**src/rtl/bcd_serial_adder.sv**
```systemverilog
// Digit-serial packed-BCD adder/subtractor: one digit per clock, least significant digit first.
// The result registers drive a bank of char7seg display codes continuously.
module bcd_serial_adder #(
    parameter int DIGITS = 4
) (
    input  logic                      clk,
    input  logic                      reset,
    input  logic                      start,
    input  logic                      sub,
    input  logic                      cin,
    input  logic [4*DIGITS-1:0]       a,
    input  logic [4*DIGITS-1:0]       b,
    output logic                      busy,
    output logic                      done,
    output logic [4*DIGITS-1:0]       sum,
    output logic                      cout,
    output logic                      err,
    output logic [7*(DIGITS+1)-1:0]   hex
);

    // state  | meaning
    // IDLE   | waiting for start; operands captured on accept
    // ADD    | one digit per cycle, DIGITS cycles
    // DONE   | one cycle; done pulse, results committed
    typedef enum logic [1:0] {S_IDLE, S_ADD, S_DONE} state_t;

    localparam int W  = 4 * DIGITS;
    localparam int CW = (DIGITS > 1) ? $clog2(DIGITS) : 1;

    state_t          state_q, state_d;
    logic [W-1:0]    a_q, a_d, b_q, b_d, res_q, res_d, sum_q, sum_d;
    logic [CW-1:0]   cnt_q, cnt_d;
    logic            c_q, c_d, sub_q, sub_d, bad_q, bad_d;
    logic            busy_q, busy_d, done_q, done_d, cout_q, cout_d, err_q, err_d;

    logic [4:0]      t;
    logic [3:0]      dig;
    logic            c_next;
    logic [W+3:0]    res_cat;
    logic [W-1:0]    res_shift;

    function automatic logic [W-1:0] nines(input logic [W-1:0] v);
        logic [W-1:0] r;
        r = '0;
        for (int i = 0; i < DIGITS; i++) r[4*i +: 4] = 4'd9 - v[4*i +: 4];
        return r;
    endfunction

    function automatic logic has_bad(input logic [W-1:0] v);
        logic r;
        r = 1'b0;
        for (int i = 0; i < DIGITS; i++) r = r | (v[4*i +: 4] > 4'd9);
        return r;
    endfunction

    function automatic logic [6:0] seg7(input logic [3:0] d);
        logic [6:0] s;
        case (d)
            4'd0:    s = 7'b1000000;
            4'd1:    s = 7'b1111001;
            4'd2:    s = 7'b0100100;
            4'd3:    s = 7'b0110000;
            4'd4:    s = 7'b0011001;
            4'd5:    s = 7'b0010010;
            4'd6:    s = 7'b0000010;
            4'd7:    s = 7'b1111000;
            4'd8:    s = 7'b0000000;
            4'd9:    s = 7'b0010000;
            default: s = 7'b1111111;
        endcase
        return s;
    endfunction

    always_comb begin
        t = {1'b0, a_q[3:0]} + {1'b0, b_q[3:0]} + {4'b0, c_q};
        if (t > 5'd9) begin
            dig    = 4'(t - 5'd10);
            c_next = 1'b1;
        end else begin
            dig    = t[3:0];
            c_next = 1'b0;
        end
        res_cat   = {dig, res_q};
        res_shift = res_cat[W+3:4];
    end

    always_comb begin
        state_d = state_q;
        a_d     = a_q;
        b_d     = b_q;
        res_d   = res_q;
        sum_d   = sum_q;
        cnt_d   = cnt_q;
        c_d     = c_q;
        sub_d   = sub_q;
        bad_d   = bad_q;
        busy_d  = busy_q;
        done_d  = 1'b0;
        cout_d  = cout_q;
        err_d   = err_q;
        case (state_q)
            S_IDLE: begin
                if (start) begin
                    a_d     = a;
                    b_d     = sub ? nines(b) : b;
                    sub_d   = sub;
                    c_d     = sub | cin;
                    cnt_d   = CW'(DIGITS - 1);
                    bad_d   = has_bad(a) | has_bad(b);
                    busy_d  = 1'b1;
                    state_d = S_ADD;
                end
            end
            S_ADD: begin
                a_d   = a_q >> 4;
                b_d   = b_q >> 4;
                c_d   = c_next;
                res_d = res_shift;
                if (cnt_q == '0) begin
                    state_d = S_DONE;
                    busy_d  = 1'b0;
                    done_d  = 1'b1;
                    // Invalid digits still run the full arithmetic; the result is just discarded.
                    if (bad_q) begin
                        sum_d  = '0;
                        cout_d = 1'b0;
                        err_d  = 1'b1;
                    end else begin
                        sum_d  = res_shift;
                        cout_d = sub_q ? ~c_next : c_next;
                        err_d  = 1'b0;
                    end
                end else begin
                    cnt_d = cnt_q - 1'b1;
                end
            end
            S_DONE:  state_d = S_IDLE;
            default: state_d = S_IDLE;
        endcase
    end

    always_ff @(posedge clk) begin
        if (reset) begin
            state_q <= S_IDLE;
            a_q     <= '0;
            b_q     <= '0;
            res_q   <= '0;
            sum_q   <= '0;
            cnt_q   <= '0;
            c_q     <= 1'b0;
            sub_q   <= 1'b0;
            bad_q   <= 1'b0;
            busy_q  <= 1'b0;
            done_q  <= 1'b0;
            cout_q  <= 1'b0;
            err_q   <= 1'b0;
        end else begin
            state_q <= state_d;
            a_q     <= a_d;
            b_q     <= b_d;
            res_q   <= res_d;
            sum_q   <= sum_d;
            cnt_q   <= cnt_d;
            c_q     <= c_d;
            sub_q   <= sub_d;
            bad_q   <= bad_d;
            busy_q  <= busy_d;
            done_q  <= done_d;
            cout_q  <= cout_d;
            err_q   <= err_d;
        end
    end

    always_comb begin
        hex = '0;
        for (int i = 0; i < DIGITS; i++) hex[7*i +: 7] = seg7(sum_q[4*i +: 4]);
        hex[7*DIGITS +: 7] = seg7({3'b000, cout_q});
    end

    assign busy = busy_q;
    assign done = done_q;
    assign sum  = sum_q;
    assign cout = cout_q;
    assign err  = err_q;

endmodule

```
**config.mk**
```make
export PLATFORM = sky130hd
export DESIGN_NAME = bcd_serial_adder
export DESIGN_NICKNAME = d
export VERILOG_FILES = /design/src/rtl/bcd_serial_adder.sv
export SDC_FILE = /design/constraint.sdc
export NUM_CORES = 1
export LEC_CHECK = 0
export ABC_AREA = 1
export BUFFER_PORTS_ARGS = -buffer_cell sky130_fd_sc_hd__clkbuf_2
export CAP_MARGIN = 25
export CORE_MARGIN = 2
export CORE_UTILIZATION = 55
export DETAILED_ROUTE_END_ITERATION = 12
export GPL_TIMING_DRIVEN = 0
export PLACE_DENSITY = 0.91
export SLEW_MARGIN = 25
export SYNTH_ARGS = -nofsm -noshare
export SYNTH_HDL_FRONTEND = slang
export SYNTH_SLANG_ARGS = --single-unit
```
**constraint.sdc**
```tcl
create_clock -name clk -period 8.7 [get_ports clk]
set_input_delay 1.74 -clock clk [delete_from_list [all_inputs] [get_ports clk]]
set_output_delay 1.74 -clock clk [all_outputs]
set_load 0.02 [all_outputs]
```
# After elaboration in Yosys (flattened, before gate mapping)
# Memories as Yosys holds them, arrays and structs flattened. A register that Yosys moved wholly into a read port is not among the register bits.
# Index checks and enable logic that the tools add are counted.
# classes
n_eq_ne	4
addsub	8
reduce_logical	10
bitwise	11
n_mux	32
magnitude_cmp	9
# op_table
op	n
two-way mux 16 bit	4
one-hot mux 16 bit (2 select lines)	2
two-way mux 4 bit	9
> comparator 4 bit, second input constant	8
subtractor 4 bit, first input constant	4
one-hot mux 7 bit (2 select lines)	1
two-way mux 1 bit	8
two-way mux 2 bit	4
bitwise OR 1 bit	8
one-hot mux 2 bit (2 select lines)	2
AND reduction 2 bit	4
inequality test 2 bit, second input constant	3
AND reduction 3 bit	2
adder 4 x 4 -> 5 bit	1
adder 5 x 1 -> 5 bit	1
> comparator 5 x 4 -> 1 bit, second input constant	1
zero test 2 bit	2
one-hot mux 1 bit (2 select lines)	2
subtractor 4 bit, second input constant	1
NOT 1 bit	3
== test 2 x 1 -> 1 bit, second input constant	1
nonzero test 2 bit	1
OR reduction 2 bit	1
subtractor 2 x 1 -> 2 bit, second input constant	1
# word_totals
input_bits	37
output_inout_bits	55
mem_count	4
rom_bits	448
elab_cells	91
register_bits	75
# memory_table
memory	depth	width	rd	rd_clocked_by_memory_dff	wr	line	rtl
(no name shown)	16	7	1	1	0	58	case (d)
(no name shown)	16	7	1	1	0	58	
(no name shown)	16	7	1	1	0	58	
(no name shown)	16	7	1	1	0	58	

# Logic depth before layout (Yosys ltp)
# Gate-level depths: netlist (run 1).
# depth
word_depth	7
mapped_depth	22

# Least setup slack after synthesis (run 1)
# Ideal clock, no wire load.
# synth_path
kind	input port to flip-flop
start	input port reset
end	register, netlist name hex[24]
setup_slack_ns	5.578
arrival_ns	3.008
path_stages	9
t_required_ns	8.587
cell_sequence	buf_2 > inv_2 > buf_4 > nand2_2 > inv_1 > ha_1 > nand3b_1 > nand3_1 > nand2_1
# synth_via
elab_chain_len	1
# synth_lines
element	line	rtl
start, declared	7	input logic reset,
two-way mux 4 bit (no line)	-	
# No other way between the ends.
# A chain may end at the register's enable or synchronous reset.

# Worst setup path after layout (run 1)
# layout_path
start	register a_q[0]
end	register, netlist name hex[24]
# layout_via
elab_chain_len	7
# layout_lines
element	line	rtl
start, declared	31	logic [W-1:0] a_q, a_d, b_q, b_d, res_q, res_d, sum_q, sum_d;
start signal, assigned	145	a_q <= '0;
start signal, assigned	159	a_q <= a_d;
adder 4 x 4 -> 5 bit *	75	t = {1'b0, a_q[3:0]} + {1'b0, b_q[3:0]} + {4'b0, c_q};
adder 5 x 1 -> 5 bit *	75	
subtractor 4 bit / > comparator 5 x 4 -> 1 bit (equally long branches)	77, 76	
two-way mux 4 bit *	76	if (t > 5'd9) begin
two-way mux 16 bit *	124	if (bad_q) begin
two-way mux 4 bit (no line) * (2 in a row)	-	
# Mark *: on every way between the ends. The rest lies on a longest branch, timed or not.

==> metrics.txt, run 1 <==
cts repair resizes 0; CP Max Fanout 6; FF-to-FF Start a_q[0]$_SDFFE_PP0P_; Hold Path Sink busy$_SDFFE_PP0P_; Crit path max-delay family adder cells; Internal 0.7138 mW; outcome complete, no violations; Switching Share 0.3123; # setup viols final 0; Max-Cap Viols 0; die height 97.25 um; RSZ-0062 raised after global routing no; routing usage on met3 0.03813; CTS tree yes; largest net degree at the start of global routing 18; clock buffer depth 2; Mapped Area 4782 sq um; Seq/Total Area, Yosys 0.4144; Root Buffer clkbuf_8; main combinational cell family by area after synthesis simple AND/OR/NAND/NOR gates; final core utilization 0.6481; GR met1 Demand/Resource 0.2702; reported net switching power 0.3241 mW; Worst Skew 0.01582 ns; reg2reg path depth 18; port bufs 86; Setup Buffers After CTS 0; Starting Density 0.5565; GRT Residual Overflow 0; Post-Syn Instances 601; Worst Path Class, Setup reg -> reg; hold depth 2; endpoint class of the critical path register; Die Span X 97.25 um; post-synth top area cell dfxtp_1; most common library cells after synthesis 143 x nand2_1, 99 x dfxtp_1, 56 x inv_1; Final #Nets 768; DPL Wire Length 8252 um; count leader, synth nand2_1; Crit-path slowest cell fa_1; Pins Over Slew Limit 0; Iter 0 DRT Violations 158; top-level I/O count 92; Global Route Usage Sum 0.2370; Static Leak 2.902 nW; clk slew on worst S/H paths 0.11 ns; initial antenna violation count 0; vias after detailed routing 4,246; crit-path max cell delay 0.49 ns; crit start category register; Crit Reg-Reg Endpoint hex[24]$_DFF_P_; cts hold-fix bufs 0; first-pass GRT wire length 18,600 um; asr flop ratio synth 0; Ys Warns 0; most crowded layer after global routing met2; Design Area, Final 5569 sq um; DRC 0; XOR/XNOR Fraction of Synth Area 0.01099; mux cell area share after synthesis 0; post-place setup slack 5.280 ns; ANT cells 0; # rows 34; combinational fraction of design power 0.206; Seq cells post-synth 99; sequential share of power 0.486; synthesis-to-finish area growth 16.46%; Post-DP Area 5351 sq um; final critical-path required period 3.409 ns; wire length per cell 13.34 um; Worst Max-Slew Pin Slew 0.5574 ns; H-Tree Depth 3; post-route setup TNS 0 ns; Num CTS Buffers 9; Clk pwr share 0.308; Synth cell types 38; core region area 8593 sq um; Die ar. 9457 sq um; area fraction in and, or, nand and nor cells after synthesis 0.2242; reg2reg setup slack 5.29 ns; Final Worst Setup Slack 5.291 ns; 1st-pass router iterations 4; Clock Latency Late Sink 0.38 ns; vias in the first global route 4,190; Buffers & Inverters on Critical Path 3; Final Cycle Share 0.3918; number of vias per cell 5.229; clk sink count 99; Req. time, crit path 8.98 ns; area share of fa/ha/maj cells after synthesis 0.08687; Slew headroom 0.6284; Avg Cell Area, Syn 7.957 sq um; Crit path arrival time 3.69 ns; Peak VDD IR 0.08263 mV; f_max 293.4 MHz; synth top area cells dfxtp_1 41%, nand2_1 11%, ha_1 7.8%, inv_1 4.4%, o21ai_0 2.9%; Post-Route WL 10,830 um; Compound-Gate Fraction of Synth Area 0.1638; Post-synth top flop dfxtp_1; met2 usage 0.4215; worst hold path class reg -> reg; Routed Antenna Nets 0; Hold Path Origin busy$_SDFFE_PP0P_; post-route total power 1.038 mW; Power Density 186.4 nW/um^2; ratio of cells with drive above 1 in the final layout 0.2543; routability cong. 0.8897; EDFF count, synth 0; final hold viol count 0; worst path cell trace fa_1 -> inv_1 -> fa_1 -> ha_1 -> inv_1 -> a21oi_1 -> a21oi_2 -> nand2_2 -> nand2_4 -> nand2_1 -> nand3_1 -> nand2_1 -> nand2_2 -> inv_1 -> ha_1 -> nand3b_1 -> nand3_1 -> nand2_1; Yosys top cell area share 0.4144
-- registers in the layout, summed over array words and instances, names as in the netlist --
register  count
a_q          16
b_q          16
bad_q         1
busy          1
c_q           1
cnt_q         2
cout          1
done          1
err           1
hex          28
res_q        12
state_q       2
sub_q         1
sum          16
-- cells in the final DEF (no fill, tap or decap), drive strengths merged --
master,n
ha,30
a211oi,1
nand4,2
nor2,40
clkbuf,104
inv,75
o21ai,57
bufinv,1
xor2,6
a22oi,12
o211ai,4
conb,3
a22o,7
fa,2
dfxtp,99
a221oi,3
nand3,24
buf,24
a21oi,29
a31oi,12
nand3b,5
nand2,163
clkinvlp,1
-- layout make-up --
| class | instances | area (sq um) |
|---|---|---|
| Fill cell | 720 | 3024 |
| Multi-Input combinational cell | 400 | 2335 |
| Sequential cell | 99 | 1982 |
| Timing Repair Buffer | 86 | 430.4 |
| Inverter | 72 | 275.3 |
| Buffer | 31 | 193.9 |
| Clock buffer | 11 | 151.4 |
| Tap cell | 108 | 135.1 |
| Clock inverter | 5 | 66.31 |
-- through the flow --
stage	std cells	hold slack [ns]
after floorplan	602	0.4401
after global placement	796	0.4517
after detailed placement	796	0.4572
after CTS	812	0.4725
after global routing	812	0.4834
final	812	0.4711
-- kinds of logic after synthesis --
logic type | Yosys count
AOI/OAI and AO/OA | 125
xor gates and xnor gates | 6
adders and majority gates | 32
buffers and inverters | 103
DFF | 99
other | 2
and+or+nand+nor | 234
-- worst reg2reg max path, cell delays in order (launching register included) --
cell and delay, ns:
dfxtp_1 0.37, fa_1 0.48, inv_1 0.09, fa_1 0.49, ha_1 0.27, inv_1 0.09, a21oi_1 0.06, a21oi_2 0.13
nand2_2 0.12, nand2_4 0.11, nand2_1 0.08, nand3_1 0.07, nand2_1 0.07, nand2_2 0.13, inv_1 0.08, ha_1 0.29
nand3b_1 0.20, nand3_1 0.11, nand2_1 0.05
-- routing by layer --
metal	wire, um	vias to the layer above
met5	0	-
met4	322	0
met3	664	31
met2	5468	146
met1	4376	1942
li1	-	2127
-- power by group through the flow --
stage          registers [mW]  clock network (mW)  logic [mW]
2_1_floorplan           0.523                   0       0.142
6_report                0.504               0.319       0.214
3_3_place_gp            0.513                   0       0.201
5_1_grt                 0.508               0.340       0.238
3_5_place_dp            0.514                   0       0.210
4_1_cts                 0.504               0.321       0.213
-- how the worst max path moves through the flow --
stage,start,to,slack (ns),cells past startpoint
2_1_floorplan,reset,hex[24]$_DFF_P_,5.58,9
3_3_place_gp,reset,hex[24]$_DFF_P_,5.35,9
3_5_place_dp,reset,hex[24]$_DFF_P_,5.28,9
4_1_cts,a_q[0]$_SDFFE_PP0P_,hex[24]$_DFF_P_,5.33,18
5_1_grt,a_q[0]$_SDFFE_PP0P_,hex[24]$_DFF_P_,5.09,18
6_report,a_q[0]$_SDFFE_PP0P_,hex[24]$_DFF_P_,5.29,18
Power figures use the tool's default switching activity.
==> inputs of run 2 (changes only) <==
--- a/config.mk
+++ b/config.mk
@@ -5,14 +5,14 @@
 export SDC_FILE = /design/constraint.sdc
 export NUM_CORES = 1
 export LEC_CHECK = 0
-export ABC_AREA = 1
+export ABC_AREA = 0
 export BUFFER_PORTS_ARGS = -buffer_cell sky130_fd_sc_hd__clkbuf_2
 export CAP_MARGIN = 25
 export CORE_MARGIN = 2
-export CORE_UTILIZATION = 55
+export CORE_UTILIZATION = 50
 export DETAILED_ROUTE_END_ITERATION = 12
 export GPL_TIMING_DRIVEN = 0
-export PLACE_DENSITY = 0.91
+export PLACE_DENSITY = 0.88
 export SLEW_MARGIN = 25
 export SYNTH_ARGS = -nofsm -noshare
 export SYNTH_HDL_FRONTEND = slang
==> constraint.sdc (replaced) <==
create_clock -name clk -period 3.12 [get_ports clk]
set_input_delay 0.624 -clock clk [delete_from_list [all_inputs] [get_ports clk]]
set_output_delay 0.624 -clock clk [all_outputs]
set_load 0.02 [all_outputs]
==> metrics.txt, run 2 <==
count leader, synth dfxtp_1 (was nand2_1); Post-Route WL 11,820 um (was 10,830 um); # rows 36 (was 34); Die Span X 102.7 um (was 97.25 um); f_max 302.4 MHz (was 293.4 MHz); clock buffer depth 2 (unchanged); Slew headroom 0.6051 (was 0.6284); dpl cells 804 (was 796); crit start category register (unchanged); Iter 0 DRT Violations 209 (was 158); Worst Path Class, Setup reg -> reg (unchanged); clk slew on worst S/H paths 0.10 ns (was 0.11 ns); Max-Cap Viols 0 (unchanged); post-route total power 3.183 mW (was 1.038 mW); asr flop ratio synth 0 (unchanged); Hold Path Origin res_q[4]$_SDFFE_PP0P_ (was busy$_SDFFE_PP0P_); most frequent cells in the layout 96 x dfxtp_1, 95 x nor2_1, 86 x clkbuf_2 (was 143 x nand2_1, 99 x dfxtp_1, 87 x clkbuf_2); Req. time, crit path 3.43 ns (was 8.98 ns); Seq cells post-synth 99 (unchanged); Worst Max-Slew Pin Slew 0.5924 ns (was 0.5574 ns); cts hold-fix bufs 0 (unchanged); EDFF count, synth 0 (unchanged); Setup crit start c_q$_SDFFE_PP0P_ (was a_q[0]$_SDFFE_PP0P_); Post-Syn Instances 584 (was 601); initial antenna violation count 0 (unchanged); largest net degree at the start of global routing 20 (was 18); endpoint class of the critical path register (unchanged); Finished Layout Cells 836 (was 812); CTS tree yes (unchanged); worst hold path class reg -> reg (unchanged); ANT cells 0 (unchanged); core region area 9594 sq um (was 8593 sq um); Design Area, Final 5939 sq um (was 5569 sq um); vias in the first global route 4,188 (was 4,190); final hold viol count 0 (unchanged); outcome finished with violations (was complete, no violations); synth top area cells dfxtp_1 41%, ha_1 7.7%, nor2_1 7.5%, a21oi_1 5.2%, nand2_1 3.7% (was dfxtp_1 41%, nand2_1 11%, ha_1 7.8%, inv_1 4.4%, o21ai_0 2.9%); first-pass GRT wire length 18,620 um (was 18,600 um); port bufs 86 (unchanged); DRC 0 (unchanged); Seq/Total Area, Yosys 0.4068 (was 0.4144); synthesis-to-finish area growth 21.91% (was 16.46%); final critical-path required period 3.307 ns (was 3.409 ns); Crit-path slowest cell fa_2 (was fa_1); Peak VDD IR 0.3448 mV (was 0.08263 mV); Static Leak 2.590 nW (was 2.902 nW); CP Max Fanout 4 (was 6); most used cell, CP fa_2; Die ar. 10,550 sq um (was 9457 sq um); final core utilization 0.6191 (was 0.6481); worst path cell trace fa_2 -> inv_2 -> fa_2 -> xor2_4 -> buf_6 -> and3_4 -> o41ai_4 -> xor2_2 -> o21a_1 -> nor2_4 -> ha_4 -> or3b_4 -> a21oi_2 (was fa_1 -> inv_1 -> fa_1 -> ha_1 -> inv_1 -> a21oi_1 -> a21oi_2 -> nand2_2 -> nand2_4 -> nand2_1 -> nand3_1 -> nand2_1 -> nand2_2 -> inv_1 -> ha_1 -> nand3b_1 -> nand3_1 -> nand2_1); Final #Nets 767 (was 768); Pins Over Slew Limit 0 (unchanged); Routed Antenna Nets 0 (unchanged); routability cong. 0.9266 (was 0.8897); Num CTS Buffers 9 (unchanged); die height 102.7 um (was 97.25 um); Mapped Area 4872 sq um (was 4782 sq um); wire length per cell 14.13 um (was 13.34 um); H-Tree Depth 3 (unchanged); Post-synth top flop dfxtp_1 (unchanged); Final Worst Setup Slack -0.1872 ns (was 5.291 ns); minimum hold slack 0.4638 ns (was 0.4711 ns); Post-DP Area 5517 sq um (was 5351 sq um); 1st-pass router iterations 8 (was 4); top-level I/O count 92 (unchanged); Worst Skew 0.01636 ns (was 0.01582 ns); Crit path arrival time 3.62 ns (was 3.69 ns); Global Route Usage Sum 0.2206 (was 0.2370); # setup viols final 7 (was 0); Final Cycle Share 1.060 (was 0.3918); Power Density 535.9 nW/um^2 (was 186.4 nW/um^2); commonest non-fill, non-tap cell in the layout dfxtp_1 (was nand2_1); Root Buffer clkbuf_8 (unchanged); vias after detailed routing 4,476 (was 4,246); Ys Warns 0 (unchanged); RSZ-0062 raised after global routing yes (was no); number of vias per cell 5.354 (was 5.229); Starting Density 0.5078 (was 0.5565); GRT Residual Overflow 0 (unchanged); Clock Latency Late Sink 0.38 ns (about the same); clk sink count 99 (unchanged); most common library cells after synthesis 99 x dfxtp_1, 97 x nor2_1, 51 x a21oi_1 (was 143 x nand2_1, 99 x dfxtp_1, 56 x inv_1); max reg flops 28 (unchanged); Avg Cell Area, Syn 8.343 sq um (was 7.957 sq um); FF-to-FF Start c_q$_SDFFE_PP0P_ (was a_q[0]$_SDFFE_PP0P_); crit-path max cell delay 0.41 ns (was 0.49 ns); Synth cell types 55 (was 38); DPL Wire Length 8598 um (was 8252 um); post-synth top area cell dfxtp_1 (unchanged); ratio of cells with drive above 1 in the final layout 0.2347 (was 0.2543); failing checks negative setup slack; Yosys top cell area share 0.4068 (was 0.4144)
==> run 2: worst max-delay path, delay by kind of cell (launching register included) <==
kind / cells / cell delay, ns
fa+ha+maj: 3 / 0.92
compound gates: 3 / 0.74
simple gates: 3 / 0.63
xor+xnor: 2 / 0.40
flops: 1 / 0.37
buf+inv: 2 / 0.18
==> run 2: metal layers <==
metal | vias up | GRT usage | share of wire
li1 | 2215 | - | -
met1 | 2079 | 0.2599 | 0.42
met2 | 164 | 0.3992 | 0.50
met3 | 18 | 0.05288 | 0.067
met4 | 0 | 0.06154 | 0.013
met5 | - | 0 | 0
==> run 2: final timing paths <==
path                                end  slack, ns  cells after the start
hold / removal    res_q[4]$_SDFFE_PP0P_       0.46                      2
hold reg to reg   res_q[4]$_SDFFE_PP0P_       0.46                      2
setup / recovery        hex[24]$_DFF_P_      -0.19                     13
setup reg to reg        hex[24]$_DFF_P_      -0.19                     13
==> run 2: per-stage QoR <==
stage / worst slack (ns) / setup TNS [ns]
2_1_floorplan: -0.008703 / -0.008703
3_3_place_gp: -0.3029 / -1.082
3_5_place_dp: -0.3711 / -1.377
4_1_cts: -0.2038 / -0.7138
5_1_grt: -0.3250 / -1.750
6_report: -0.1872 / -0.7972
==> run 2: kinds of logic (layout without fill, tap and decap cells) <==
| group | after synthesis | count (layout) | share of synthesized area |
|---|---|---|---|
| AO/OA/AOI/OAI | 138 | 138 | 0.1944 |
| XOR/XNOR | 11 | 11 | 0.02131 |
| adder cells (fa/ha/maj) | 32 | 32 | 0.08526 |
| buffers and inverters | 70 | 188 | 0.06138 |
| flip-flops | 99 | 99 | 0.4068 |
| multiplexers | 5 | 5 | 0.01027 |
| other | 2 | 3 | 0.001541 |
| AND/OR/NAND/NOR | 227 | 227 | 0.2191 |
==> run 2: where the power goes <==
part | internal, mW | switching [mW] | leakage, nW
Sequential | 1.35 | 0.0536 | 0.809
Clock | 0.392 | 0.493 | 0.106
Combinational | 0.386 | 0.505 | 1.68
Total | 2.13 | 1.05 | 2.59
==> run 2: repair_timing <==
action	4_1_cts	5_1_grt
setup endpoints to repair	6	7
resized for setup	9	11
pin swaps	12	13
setup buffers	11	6
==> run 2: cell type report <==
type,count,area (sq um)
Multi-Input combinational cell,416,2700
Clock buffer,9,123.9
Sequential cell,99,1988
Timing Repair Buffer,102,570.5
Buffer,40,186.4
Clock inverter,7,91.34
Inverter,30,112.6
Fill cell,822,3655
Tap cell,133,166.4
==> inputs of run 3 (changes only) <==
--- a/config.mk
+++ b/config.mk
@@ -13,6 +13,7 @@
 export DETAILED_ROUTE_END_ITERATION = 12
 export GPL_TIMING_DRIVEN = 0
 export PLACE_DENSITY = 0.88
+export REMOVE_ABC_BUFFERS = 1
 export SLEW_MARGIN = 25
 export SYNTH_ARGS = -nofsm -noshare
 export SYNTH_HDL_FRONTEND = slang
==> metrics.txt, run 3 (synthesis results as in run 2) <==
Worst Max-Slew Pin Slew 0.8005 ns (was 0.5924 ns); Design Area, Final 5813 sq um (was 5939 sq um); Pins Over Slew Limit 0 (unchanged); total area of sequential cells 1986 sq um (was 1988 sq um); 1st-pass router iterations 5 (was 8); RSZ-0062 raised after global routing yes (unchanged); Num CTS Buffers 9 (unchanged); Routed Antenna Nets 0 (unchanged); # setup viols final 6 (was 7); H-Tree Depth 3 (unchanged); # rows 36 (unchanged); Root Buffer clkbuf_8 (unchanged); ANT cells 0 (unchanged); synthesis-to-finish area growth 19.31% (was 21.91%); port bufs 88 (was 86); area of the multi-input gates 2706 sq um (was 2700 sq um); Die ar. 10,550 sq um (unchanged); core region area 9594 sq um (unchanged); CP Max Fanout 5 (was 4); die height 102.7 um (unchanged); Starting Density 0.5078 (unchanged); number of vias per cell 5.396 (was 5.354); reg2reg path depth 15 (was 13); Req. time, crit path 3.37 ns (was 3.43 ns); Final Cycle Share 1.057 (was 1.060); final critical-path required period 3.298 ns (was 3.307 ns); clk slew on worst S/H paths 0.09 ns (was 0.10 ns); Worst Path Class, Setup reg -> reg (unchanged); Post-DP Area 5344 sq um (was 5517 sq um); CTS tree yes (unchanged); Worst Skew 0.01185 ns (was 0.01636 ns); final core utilization 0.6059 (was 0.6191); most frequent cells in the layout 96 x nor2_1, 96 x dfxtp_1, 87 x clkbuf_2 (was 96 x dfxtp_1, 95 x nor2_1, 86 x clkbuf_2); vias after detailed routing 4,333 (was 4,476); crit start category register (unchanged); worst hold path class reg -> reg (unchanged); Crit path arrival time 3.54 ns (was 3.62 ns); largest net degree at the start of global routing 53 (was 20); cts hold-fix bufs 0 (unchanged); vias in the first global route 3,882 (was 4,188); Peak VDD IR 0.2629 mV (was 0.3448 mV); f_max 303.2 MHz (was 302.4 MHz); Layout fillers 795 (was 822); Post-Route WL 11,100 um (was 11,820 um); hold depth 2 (unchanged); post-route total power 3.099 mW (was 3.183 mW); endpoint class of the critical path register (unchanged); Max-Cap Viols 0 (unchanged); max reg flops 28 (unchanged); Iter 0 DRT Violations 208 (was 209); failing checks negative setup slack (unchanged); wire length per cell 13.83 um (was 14.13 um); DPL Wire Length 7466 um (was 8598 um); Power Density 533.2 nW/um^2 (was 535.9 nW/um^2); Clock Latency Late Sink 0.36 ns (was 0.38 ns); outcome finished with violations (unchanged); Slew headroom 0.4656 (was 0.6051); clk sink count 99 (unchanged); final hold viol count 0 (unchanged); top-level I/O count 92 (unchanged); initial antenna violation count 0 (unchanged); Final #Nets 737 (was 767); routability cong. 0.8911 (was 0.9266); DRC 0 (unchanged); Die Span X 102.7 um (unchanged); first-pass GRT wire length 17,750 um (was 18,620 um); ratio of cells with drive above 1 in the final layout 0.2388 (was 0.2347); clock buffer depth 2 (unchanged); Final Worst Setup Slack -0.1778 ns (was -0.1872 ns); GRT Residual Overflow 0 (unchanged); Global Route Usage Sum 0.2108 (was 0.2206); Static Leak 2.551 nW (was 2.590 nW)
[run 3: cell type report]
class,instances,area share
repair buffers,112,0.1134
clock buffers,11,0.02432
clock inverters,2,0.006672
well taps,133,0.02863
flip-flops and latches,99,0.3416
inverters,30,0.01980
multi-input cells,416,0.4656
[run 3: worst max-delay path, stage by stage (launching register included)]
cell and delay (ns):
dfxtp_2 0.35, fa_2 0.41, inv_2 0.07, fa_2 0.49
buf_4 0.18, ha_4 0.16, a21boi_4 0.18, o41ai_4 0.09
xor2_1 0.17, o21a_1 0.24, nor2_4 0.19, inv_4 0.07
ha_1 0.21, o21ai_0 0.09, o21a_1 0.21, a21oi_1 0.08
[run 3: final timing paths]
| check | to | slack [ns] | start |
|---|---|---|---|
| setup reg to reg | hex[24]$_DFF_P_ | -0.18 | b_q[0]$_SDFFE_PP0P_ |
| hold / removal | res_q[6]$_SDFFE_PP0P_ | 0.46 | res_q[6]$_SDFFE_PP0P_ |
| setup / recovery | hex[24]$_DFF_P_ | -0.18 | b_q[0]$_SDFFE_PP0P_ |
| hold reg to reg | res_q[6]$_SDFFE_PP0P_ | 0.46 | res_q[6]$_SDFFE_PP0P_ |
[run 3: what timing repair did]
item,4_1_cts,5_1_grt
pin swaps,14,12
endpoints found under the setup margin,27,23
setup buffers,9,12
gates cloned,0,0
gates resized for setup,17,10
endpoints found under the hold margin,0,0
[run 3: power by group]
part / internal, mW / switching [mW]
Combinational: 0.392 / 0.486
Clock: 0.382 / 0.416
Sequential: 1.35 / 0.0710
[run 3: routing by layer]
metal	share of wire	GRT usage	vias to the layer above
met5	0	0	-
met4	0.016	0.08615	0
met3	0.059	0.03254	16
met2	0.50	0.3665	146
met1	0.43	0.2608	2021
li1	-	-	2150
[run 3: per-stage QoR]
step                setup TNS, ns  setup WS, ns  hold WS [ns]  std cells
detailed placement         -4.988       -0.5945        0.4448        769
floorplan                  -1.017       -0.3016        0.4255        545
finish                    -0.7306       -0.1778        0.4558        803
global route               -1.647       -0.3180        0.4822        803
CTS                       -0.1887      -0.08637        0.4582        791
global placement           -15.78       -0.7444        0.4423        766
